### config.mk
export PLATFORM = sky130hd
export DESIGN_NAME = nd_4to1_rr_flat
export DESIGN_NICKNAME = d
export VERILOG_FILES = /design/src/rtl/nd_4to1_rr_pkg.sv /design/src/rtl/nd_4to1_rr_if.sv /design/src/rtl/nd_rr_pick4.sv /design/src/rtl/nd_4to1_rr.sv /design/src/flat_wrapper.sv
export SDC_FILE = /design/constraint.sdc
export NUM_CORES = 1
export LEC_CHECK = 0
export CAP_MARGIN = 20
export CORE_MARGIN = 4
export CORE_UTILIZATION = 30
export DETAILED_ROUTE_END_ITERATION = 6
export PLACE_DENSITY = 0.54
export SLEW_MARGIN = 30
export SYNTH_ARGS = -nofsm -noshare
export SYNTH_HDL_FRONTEND = slang
export SYNTH_HIERARCHICAL = 1
export SYNTH_SLANG_ARGS = --single-unit
### constraint.sdc
create_clock -name i_clk -period 4 [get_ports i_clk]
set_input_delay 0.6 -clock i_clk [delete_from_list [all_inputs] [get_ports i_clk]]
set_output_delay 0.6 -clock i_clk [all_outputs]
set_load 0.01 [all_outputs]
### src/rtl/nd_4to1_rr_pkg.sv
// rtl/nd_4to1_rr_pkg.sv - shared sizes, types and helpers for the 4-to-1 round-robin merger
//
// Purpose: default message geometry, requester count, init/run state type and the
//          round-robin pointer advance used by the merger and its channel interface.
// Ports:   none (package).

package nd_4to1_rr_pkg;

    localparam int NS_MESSAGE_FIFO_SIZE = 4;
    localparam int NS_ADDRESS_SIZE      = 8;
    localparam int NS_DATA_SIZE         = 16;
    localparam int NS_NUM_RCV           = 4;

    typedef enum logic {
        ST_INIT = 1'b0,
        ST_RUN  = 1'b1
    } state_t;

    // Next pointer after a grant: the requester just served drops to lowest priority.
    function automatic logic [1:0] rr_next(input logic [1:0] idx);
        return idx + 2'd1;
    endfunction

endpackage

### src/rtl/nd_4to1_rr_if.sv
// rtl/nd_4to1_rr_if.sv - channel bundle between four producers, the merger and one consumer
//
// Purpose: groups the outgoing snd0 channel, the four incoming rcvK channels and ready.
// Ports (modports):
//   slave  - the merger: drives ready, snd0_src/dst/dat/req, rcv_ack; reads snd0_ack, rcv_*.
//   master - the surrounding producers/consumer: the mirror image of slave.

interface nd_4to1_rr_if
    import nd_4to1_rr_pkg::*;
#(
    parameter int ASZ = NS_ADDRESS_SIZE,
    parameter int DSZ = NS_DATA_SIZE
) ();

    logic                                 ready;

    logic [ASZ-1:0]                       snd0_src;
    logic [ASZ-1:0]                       snd0_dst;
    logic [DSZ-1:0]                       snd0_dat;
    logic                                 snd0_req;
    logic                                 snd0_ack;

    logic [NS_NUM_RCV-1:0][ASZ-1:0]       rcv_src;
    logic [NS_NUM_RCV-1:0][ASZ-1:0]       rcv_dst;
    logic [NS_NUM_RCV-1:0][DSZ-1:0]       rcv_dat;
    logic [NS_NUM_RCV-1:0]                rcv_req;
    logic [NS_NUM_RCV-1:0]                rcv_ack;

    modport slave (
        output ready,
        output snd0_src, snd0_dst, snd0_dat, snd0_req,
        input  snd0_ack,
        input  rcv_src, rcv_dst, rcv_dat, rcv_req,
        output rcv_ack
    );

    modport master (
        input  ready,
        input  snd0_src, snd0_dst, snd0_dat, snd0_req,
        output snd0_ack,
        output rcv_src, rcv_dst, rcv_dat, rcv_req,
        input  rcv_ack
    );

endinterface

### src/rtl/nd_rr_pick4.sv
// rtl/nd_rr_pick4.sv - combinational 4-way round-robin pick
//
// Purpose: selects the first eligible requester scanning ptr, ptr+1, ... (mod 4).
// Ports:
//   elig_i       in   4  eligible requesters
//   ptr_i        in   2  highest-priority index
//   grant_vld_o  out  1  some requester is eligible
//   grant_idx_o  out  2  index of the chosen requester

module nd_rr_pick4
    import nd_4to1_rr_pkg::*;
(
    input  logic [NS_NUM_RCV-1:0] elig_i,
    input  logic [1:0]            ptr_i,
    output logic                  grant_vld_o,
    output logic [1:0]            grant_idx_o
);

    // Scan from the farthest offset back to ptr so the nearest eligible one wins.
    always_comb begin
        grant_vld_o = 1'b0;
        grant_idx_o = ptr_i;
        for (int i = NS_NUM_RCV - 1; i >= 0; i--) begin
            if (elig_i[ptr_i + 2'(i)]) begin
                grant_vld_o = 1'b1;
                grant_idx_o = ptr_i + 2'(i);
            end
        end
    end

endmodule

### src/rtl/nd_4to1_rr.sv
// rtl/nd_4to1_rr.sv - round-robin merger of four 4-phase channels through one message FIFO
//
// Purpose: grants at most one of four incoming req/ack channels per cycle (round robin),
//          buffers the message in an FSZ-deep FIFO and replays messages in grant order
//          on the single outgoing 4-phase channel.
// Ports:
//   i_clk   in   1  clock
//   reset   in   1  synchronous, active-high; only clears ready, the next edge initialises
//   bus     slave modport of nd_4to1_rr_if (ready, snd0_*, rcvK_*)

module nd_4to1_rr
    import nd_4to1_rr_pkg::*;
#(
    parameter int FSZ = NS_MESSAGE_FIFO_SIZE,
    parameter int ASZ = NS_ADDRESS_SIZE,
    parameter int DSZ = NS_DATA_SIZE
) (
    input  logic          i_clk,
    input  logic          reset,
    nd_4to1_rr_if.slave   bus
);

    localparam int AW = $clog2(FSZ);
    localparam int MW = 2 * ASZ + DSZ;

    logic [MW-1:0]         mem_q [FSZ];

    state_t                state_q, state_d;
    logic [AW-1:0]         head_q, head_d;
    logic [AW-1:0]         tail_q, tail_d;
    logic [AW:0]           count_q, count_d;
    logic [1:0]            ptr_q, ptr_d;
    logic [NS_NUM_RCV-1:0] ack_q, ack_d;
    logic                  snd_req_q, snd_req_d;
    logic [ASZ-1:0]        snd_src_q, snd_src_d;
    logic [ASZ-1:0]        snd_dst_q, snd_dst_d;
    logic [DSZ-1:0]        snd_dat_q, snd_dat_d;

    logic                  running;
    logic                  full;
    logic                  empty;
    logic [NS_NUM_RCV-1:0] elig;
    logic                  gnt_vld;
    logic [1:0]            gnt_idx;
    logic                  push;
    logic                  pop;
    logic [MW-1:0]         push_msg;
    logic [MW-1:0]         tail_msg;

    assign running  = (state_q == ST_RUN);
    assign full     = (count_q == (AW+1)'(FSZ));
    assign empty    = (count_q == '0);
    assign elig     = bus.rcv_req & ~ack_q;

    nd_rr_pick4 u_pick (
        .elig_i      (elig),
        .ptr_i       (ptr_q),
        .grant_vld_o (gnt_vld),
        .grant_idx_o (gnt_idx)
    );

    // Full is taken from the pre-edge count, so a same-cycle pop never frees a slot for a push.
    assign push     = running & gnt_vld & ~full;
    // A new load waits for the consumer to drop ack from the previous message.
    assign pop      = running & ~empty & ~snd_req_q & ~bus.snd0_ack;
    assign push_msg = {bus.rcv_src[gnt_idx], bus.rcv_dst[gnt_idx], bus.rcv_dat[gnt_idx]};
    assign tail_msg = mem_q[tail_q];

    always_comb begin
        state_d   = state_q;
        head_d    = head_q;
        tail_d    = tail_q;
        count_d   = count_q;
        ptr_d     = ptr_q;
        ack_d     = ack_q;
        snd_req_d = snd_req_q;
        snd_src_d = snd_src_q;
        snd_dst_d = snd_dst_q;
        snd_dat_d = snd_dat_q;

        if (!running) begin
            // Init cycle: everything cleared, no transfers.
            state_d   = ST_RUN;
            head_d    = '0;
            tail_d    = '0;
            count_d   = '0;
            ptr_d     = '0;
            ack_d     = '0;
            snd_req_d = 1'b0;
            snd_src_d = '0;
            snd_dst_d = '0;
            snd_dat_d = '0;
        end else begin
            for (int k = 0; k < NS_NUM_RCV; k++) begin
                if (!bus.rcv_req[k] && ack_q[k]) begin
                    ack_d[k] = 1'b0;
                end
            end

            // A granted input has ack low, so this never collides with the release above.
            if (push) begin
                ack_d[gnt_idx] = 1'b1;
                head_d         = head_q + 1'b1;
                ptr_d          = rr_next(gnt_idx);
            end

            if (pop) begin
                {snd_src_d, snd_dst_d, snd_dat_d} = tail_msg;
                snd_req_d = 1'b1;
                tail_d    = tail_q + 1'b1;
            end else if (snd_req_q && bus.snd0_ack) begin
                snd_req_d = 1'b0;
            end

            case ({push, pop})
                2'b10:   count_d = count_q + 1'b1;
                2'b01:   count_d = count_q - 1'b1;
                default: count_d = count_q;
            endcase
        end
    end

    // Reset only drops out of run state; the following edge performs the init.
    always_ff @(posedge i_clk) begin
        if (reset) begin
            state_q <= ST_INIT;
        end else begin
            state_q   <= state_d;
            head_q    <= head_d;
            tail_q    <= tail_d;
            count_q   <= count_d;
            ptr_q     <= ptr_d;
            ack_q     <= ack_d;
            snd_req_q <= snd_req_d;
            snd_src_q <= snd_src_d;
            snd_dst_q <= snd_dst_d;
            snd_dat_q <= snd_dat_d;
        end
    end

    always_ff @(posedge i_clk) begin
        if (!reset && push) begin
            mem_q[head_q] <= push_msg;
        end
    end

    assign bus.ready    = running;
    assign bus.snd0_src = snd_src_q;
    assign bus.snd0_dst = snd_dst_q;
    assign bus.snd0_dat = snd_dat_q;
    assign bus.snd0_req = snd_req_q;
    assign bus.rcv_ack  = ack_q;

endmodule

### src/flat_wrapper.sv
// flat-port wrapper written by rule: the top's interface ports become plain ports
module nd_4to1_rr_flat import nd_4to1_rr_pkg::*;
#(
    parameter int FSZ = NS_MESSAGE_FIFO_SIZE,
    parameter int ASZ = NS_ADDRESS_SIZE,
    parameter int DSZ = NS_DATA_SIZE
)
  (i_clk, reset, bus_ready, bus_snd0_src, bus_snd0_dst, bus_snd0_dat, bus_snd0_req, bus_snd0_ack, bus_rcv_src, bus_rcv_dst, bus_rcv_dat, bus_rcv_req, bus_rcv_ack);
  nd_4to1_rr_if #(.ASZ(ASZ), .DSZ(DSZ)) bus_i ();
  input  logic i_clk;
  input  logic reset;
  output wire logic [$bits(bus_i.ready)-1:0] bus_ready;
  output wire logic [$bits(bus_i.snd0_src)-1:0] bus_snd0_src;
  output wire logic [$bits(bus_i.snd0_dst)-1:0] bus_snd0_dst;
  output wire logic [$bits(bus_i.snd0_dat)-1:0] bus_snd0_dat;
  output wire logic [$bits(bus_i.snd0_req)-1:0] bus_snd0_req;
  input wire logic [$bits(bus_i.snd0_ack)-1:0] bus_snd0_ack;
  input wire logic [$bits(bus_i.rcv_src)-1:0] bus_rcv_src;
  input wire logic [$bits(bus_i.rcv_dst)-1:0] bus_rcv_dst;
  input wire logic [$bits(bus_i.rcv_dat)-1:0] bus_rcv_dat;
  input wire logic [$bits(bus_i.rcv_req)-1:0] bus_rcv_req;
  output wire logic [$bits(bus_i.rcv_ack)-1:0] bus_rcv_ack;
  assign bus_ready = bus_i.ready;
  assign bus_snd0_src = bus_i.snd0_src;
  assign bus_snd0_dst = bus_i.snd0_dst;
  assign bus_snd0_dat = bus_i.snd0_dat;
  assign bus_snd0_req = bus_i.snd0_req;
  assign bus_i.snd0_ack = bus_snd0_ack;
  assign bus_i.rcv_src = bus_rcv_src;
  assign bus_i.rcv_dst = bus_rcv_dst;
  assign bus_i.rcv_dat = bus_rcv_dat;
  assign bus_i.rcv_req = bus_rcv_req;
  assign bus_rcv_ack = bus_i.rcv_ack;
  nd_4to1_rr #(.FSZ(FSZ), .ASZ(ASZ), .DSZ(DSZ)) u_core (.i_clk(i_clk), .reset(reset), .bus(bus_i));
endmodule
Word level (Yosys, flattened, before mapping) --
Memories as Yosys holds them, arrays and structs flattened. A register that Yosys moved wholly into a read port is not among the register bits. Cells that the tools add are included.
Word-level totals: memories 1, memory bits (writable) 128, output and inout bits 38, flip-flop bits (word level) 15
Cells by class: reduce and logical (&&, ||, !) cells 18, add/subtract/negate cells 8, multiplexer cells 42, order comparisons 6, equal/unequal tests 7, bitwise logic cells 13
Memories:
- u_core.mem_q | words 4, bits a word 32, rd ports 1, clocked after memory_dff 1, write ports 1, line nd_4to1_rr.sv:26 | logic [MW-1:0] mem_q [FSZ];
Operator list (number):
- binary-select mux 16 bit (select 2 bit) | 1
- binary-select mux 8 bit (select 2 bit) | 2
- 2-to-1 mux 1 bit | 22
- 2-to-1 mux 16 bit | 1
- 2-to-1 mux 8 bit | 2
- less-than comparator 2 x 3 -> 1 bit (second input constant) | 5
- 2-to-1 mux 2 bit | 7
- adder 2 x 1 -> 2 bit (second input constant) | 4
- binary-select mux 1 bit (select 2 bit) | 4
- AND reduction 2 bit | 4
- logical AND 1 bit | 7
- zero test 1 bit | 6
- != test 3 bit (second input constant) | 2
- case mux 3 bit (2 select lines) | 1
- AND 1 bit | 5
- NOT 1 bit | 5
- adder 2 bit (second input constant) | 2
- AND 4 bit | 1
- 2-to-1 mux 4 bit | 1
- != test 2 bit (second input constant) | 2
- NOT 4 bit | 1
- bitwise OR 4 bit | 1
- adder 3 x 1 -> 3 bit (second input constant) | 1
- equality test 3 bit (second input constant) | 1
- 6 further kinds | 6

Logic depth before layout (Yosys ltp) --
depth after elaboration 14, mapped depth 12, mapped depth without buffers 12

Hierarchy --
The synthesis kept the hierarchy.
Modules (own cells, without submodules):
- nd_4to1_rr | seq. area each 5245.0 um2, times used 1, cells each 355, area each 7415.9 um2
- nd_rr_pick4 | seq. area each 0.0 um2, times used 1, cells each 16, area each 100.1 um2

Worst setup path after synthesis --
No wires, ideal clock.
path kind register to register, start point reg u_core.snd_req_q, in the netlist u_core/bus.snd0_req, end point reg u_core.snd_dat_q[0], in the netlist u_core/bus.snd0_dat[0], enable pin, path buffers 0, path slack 1074 ps, data arrival time 2501 ps, cell stages (with the launch flop) 4, setup time 425 ps, path through edfxtp_1 > a2111oi_4 > nor2_1 > nor2_1
On the way: longest elaborated chain between the ends 5
Ends and longest elaborated chain:
- from (decl) | line nd_4to1_rr.sv:34 | logic snd_req_q, snd_req_d;
- from (signal assigned) | line nd_4to1_rr.sv:134 | snd_req_q <= snd_req_d;
- NOT 1 bit | line nd_4to1_rr.sv:65 | assign pop = running & ~empty & ~snd_req_q & ~bus.snd0_ack;
- AND 1 bit (2 in series) | line nd_4to1_rr.sv:65
- != test 2 bit (no source line)
- AND reduction 2 bit (no source line)
- to (signal assigned) | line nd_4to1_rr.sv:137 | snd_dat_q <= snd_dat_d;
- to (decl) | line nd_4to1_rr.sv:37 | logic [DSZ-1:0] snd_dat_q, snd_dat_d;
Every way passes these cells. A chain may end at the register's enable or synchronous reset.

Final worst setup path --
start point in bus_rcv_req[3], end point mem u_core/mem_q[2][4] (netlist bit), data pin
On the way: longest elaborated chain between the ends 9, elaborated cells on any way between the ends 15, those cells by class mux (14); bitwise (1)
Ends and longest elaborated chain:
- from (decl) | line flat_wrapper.sv:21 | input wire logic [$bits(bus_i.rcv_req)-1:0] bus_rcv_req;
- AND 4 bit * | line nd_4to1_rr.sv:53 | assign elig = bus.rcv_req & ~ack_q;
- net u_core.elig[3] | line nd_4to1_rr.sv:42 | logic [NS_NUM_RCV-1:0] elig;
- binary-select mux 1 bit (select 2 bit) | line nd_rr_pick4.sv:24 | if (elig_i[ptr_i + 2'(i)]) begin
- 2-to-1 mux 1 bit (not written as such) | line nd_rr_pick4.sv:24
- 2-to-1 mux 2 bit (3 in series) | line nd_rr_pick4.sv:24
- 2-to-1 mux 2 bit * | line nd_rr_pick4.sv:24
- net u_core.gnt_idx[0] | line nd_4to1_rr.sv:44 | logic [1:0] gnt_idx;
- binary-select mux 16 bit (select 2 bit) * | line nd_4to1_rr.sv:66 | assign push_msg = {bus.rcv_src[gnt_idx], bus.rcv_dst[gnt_idx], bus.rcv_dat[gnt_idx]};
- 2-to-1 mux 16 bit (not written as such) * | line nd_4to1_rr.sv:66
- net u_core.push_msg[4] | line nd_4to1_rr.sv:47 | logic [MW-1:0] push_msg;
- to (decl) | line nd_4to1_rr.sv:26
Mark *: on every way through the listed nets, which the timed path passes. The rest lies on a longest branch. The select of a mux whose other input is x is not followed.

==> impl_metrics.csv <==
group,metric,value,unit
floorplanning,placeableCoreArea,0.0245,mm²
setup_path,cp.required,4.15,ns
cts,cts.clk_slew.worst_paths,0.07,ns
synth,synthesis.area,0.00752,mm²
sta,slew_headroom,47.9,%
sta,grt_setup_unrepaired,"false",
drt,route.met3.wl,1150,µm
cts,cts_setup_buffers,0,
drt,highest_layer_used_for_signal_routing,"met4",
drt,remaining_drc_errors,0,
layout,multi_input_area,0.00216,mm²
synth,yosys.area_share.xor_xnor,0.233,%
drt,vias,4220,
synth,synthAdderAreaFrac,1.50,%
synth,postSynthRegisterBits,175,
drt,drt_wl_total,18300,µm
sta,setup_total_negative_slack,0,ns
setup_path,setup.worst_path.end_class,"register",
layout,drive_above_1_share,21.7,%
drt,ant_nets,0,
sta,timing.clock.skew,0.00723,ns
placement,place.port_buffers,172,
sta,postLayoutSetupSlackWorst,1.02,ns
cts,cts_htree_levels,4,
cts,cts_made_buffers,17,
layout,layout.cell_area.non_filler,0.0103,mm²
global_routing,grt.total_usage,13.5,%
synth,post_synth_inst_count,371,
global_routing,grt_first_pass_wirelength,27900,µm
floorplanning,rows,57,
placement,post_dp_cell_area,0.00971,mm²
placement,detailed_place_hpwl,12100,µm
power,p_clk_share,37.9,%
layout,fillers,2167,
sta,fin_crit_sh,74.5,%
synth,yosys.cell_count.top_type,"edfxtp_1",
outcome,outcome,"completed",
setup_path,critical_path_peak_fanout,36,
setup_path,timing.critical_path.from_type,"input pin",
cts,ctsHoldBuffers,0,
synth,yosys_warnings,6,
synth,synth_compound_gate_area_share,1.96,%
sta,period_needed,2.98,ns
floorplanning,die_w,166,µm
cts,ctsRootBufferMaster,"clkbuf_16",
floorplanning,design.portCount,173,
layout,layout-area-overhead-vs-synth,37.5,%
drt,wl_met1,7360,µm
synth,post_synth_most_frequent_cells,"edfxtp_1 (174), mux4_2 (64), and2_1 (35)",
synth,synth_cell_type_count,31,
cts,clock_sinks,175,
power,power.sequential.fraction,48.1,%
sta,count_of_pins_over_their_slew_limit,0,
floorplanning,floorplan.initialDensity,30.7,%
power,cell_internal_pwr,3.53,mW
synth,post-synth-top-area-cell,"edfxtp_1",
cts,insertion_delay,0.42,ns
setup_path,crit_arrival,3.13,ns
global_routing,residual_overflow_from_global_routing,0,
drt,drtPass1Iterations,4,
power,ir_worst_vdd,226,µV
sta,worst_pin_slew,0.781,ns
synth,post_synth_top_area_share,69.5,%
synth,yosys-top-cells-area,"edfxtp_1 (70%), mux4_2 (19%), and2_1 (2.9%)",
global_routing,grt_pass1_vias,4658,
synth,synthMuxAreaShare,19.2,%
setup_path,timing_worst_setup_path_type,"input pin to register",
synth,synth_nets,515,
sta,finalHoldViolations,0,
synth,synth_flop_cell,"edfxtp_1",
placement,place_worst_setup_slack,0.639,ns
layout,num_antenna_cells,0,
drt,routed_wire_length_per_instance,20.5,µm
global_routing,antenna_found_initial,0,
sta,timing.fmax,335,MHz
synth,ys_seq_area_share,69.8,%
placement,routabilityCongestion,0.734,
floorplanning,die_height,166,µm
power,swShare,22.8,%
sta,final-setup-viol-count,0,
synth,synthSimpleGateAreaFrac,5.59,%
layout,regArea,0.00525,mm²
power,power_density,442,mW/mm²
power,power_leakage,3.43,nW
cts,tritoncts,"done",
synth,synth_area_per_cell,20.3,µm²
cts,post_cts_resize_count,0,
drt,detailedRoute.firstIterationViolations,276,
drt,routed_via_density,4.74,
hold_path,worst_hold_path_type,"register to register",
layout,layout.nets,697,
flow_run,maxCapViolations,0,
global_routing,grt_max_degree,42,
floorplanning,floorplan.die_area,0.0276,mm²
cts,cts_max_path_buffers,2,
synth,combinational_family_with_the_most_area_after_synthesis,"multiplexers",
power,power_switching,1.04,mW
power,pwr-share-comb,14.0,%
synth,synth_enable_flop_cells,174,
synth,asyncSetResetFlopFracSynth,0,%
drt,met2_wirelength,9570,µm
[layout by cell type, fill, tap and decap left out, types with 2 or more instances in the layout]
master           netlist  layout
and3_1                 6       2
and2b_2                2       2
o21ai_0                2       2
nor2b_1                4       4
nand2_2                1       2
nor2_1                15      14
a22oi_1                4       4
mux4_2                64      64
a21o_2                 2       2
edfxtp_1             174     174
bufinv_16              0       3
clkinvlp_4             0       2
buf_4                  3       8
xnor2_1                2       2
buf_12                 0       4
clkinv_4               0       2
and3_2                 0       4
inv_1                  8       8
nand2_1                5       4
clkdlybuf4s50_1        0     172
clkbuf_16              0      17
inv_8                  0       2
ha_1                   9       9
and2_1                35      35
a21oi_1                5       5
inv_6                  0       4
[area by class of cell]
class,instances,area share [%]
timing repair buffer,184,18.0
tap,324,3.92
inverter,8,0.291
multi-input combinational,167,20.9
clock inverter,15,1.95
sequential,175,50.8
clock buffer,17,4.12
[power groups by stage]
stage | clock (mW) | combinational, mW | sequential [mW]
3_3_place_gp | 0 | 0.624 | 2.23
2_1_floorplan | 0 | 0.342 | 2.23
4_1_cts | 1.78 | 0.651 | 2.20
6_report | 1.73 | 0.640 | 2.19
3_5_place_dp | 0 | 0.647 | 2.24
5_1_grt | 1.86 | 0.693 | 2.20
[final timing paths]
path / startpoint / end / slack, ns / cells after the start
setup / recovery: bus_rcv_req[3] / u_core/mem_q[2][4]$_DFFE_PP_ / 1.02 / 7
hold / removal: u_core/count_q[0]$_SDFFCE_PN0P_ / u_core/count_q[0]$_SDFFCE_PN0P_ / 0.64 / 1
setup reg to reg: u_core/bus.rcv_ack[3]$_SDFFCE_PN0N_ / u_core/mem_q[2][4]$_DFFE_PP_ / 1.25 / 6
hold reg to reg: u_core/count_q[0]$_SDFFCE_PN0P_ / u_core/count_q[0]$_SDFFCE_PN0P_ / 0.64 / 1
[per-layer routing]
metal | track usage [%] | up-vias
met1 | 16.2 | 2170
met5 | 0 | -
li1 | - | 1885
met3 | 3.76 | 13
met4 | 3.91 | 0
met2 | 23.8 | 152
[sequential cells by signal (all words and copies together), names as in the netlist]
register	count
u_core/bus.snd0_dat	16
u_core/bus.rcv_ack	4
u_core/bus.ready	1
u_core/bus.snd0_src	8
u_core/bus.snd0_dst	8
u_core/count_q	3
u_core/ptr_q	2
u_core/bus.snd0_req	1
u_core/mem_q	128
u_core/head_q	2
u_core/tail_q	2
[logic make-up after synthesis]
family	Yosys count
AO/OA/AOI/OAI	18
XOR/XNOR	2
adder cells (fa/ha/maj)	9
buffers and inverters	29
flip-flops	175
multiplexers	64
AND/OR/NAND/NOR	74
[per-stage QoR]
| step | util (%) | cells | hold WS (ns) | power (mW) |
|---|---|---|---|---|
| CTS | 42.2 | 890 | 0.633 | 4.62 |
| detailed placement | 39.7 | 858 | 0.622 | 2.88 |
| finish | 42.2 | 890 | 0.644 | 4.57 |
| floorplan | - | 371 | 0.573 | 2.58 |
| global placement | 39.7 | 858 | 0.587 | 2.86 |
| global route | 42.2 | 890 | 0.651 | 4.75 |
[worst max-delay path: stages]
cell	delay [ns]
clkdlybuf4s50_1	0.47
nor2b_1	0.34
and2b_2	0.27
o21ai_0	0.26
o221a_4	0.26
buf_12	0.30
mux4_2	0.61
(Power assumes the default switching activity.)
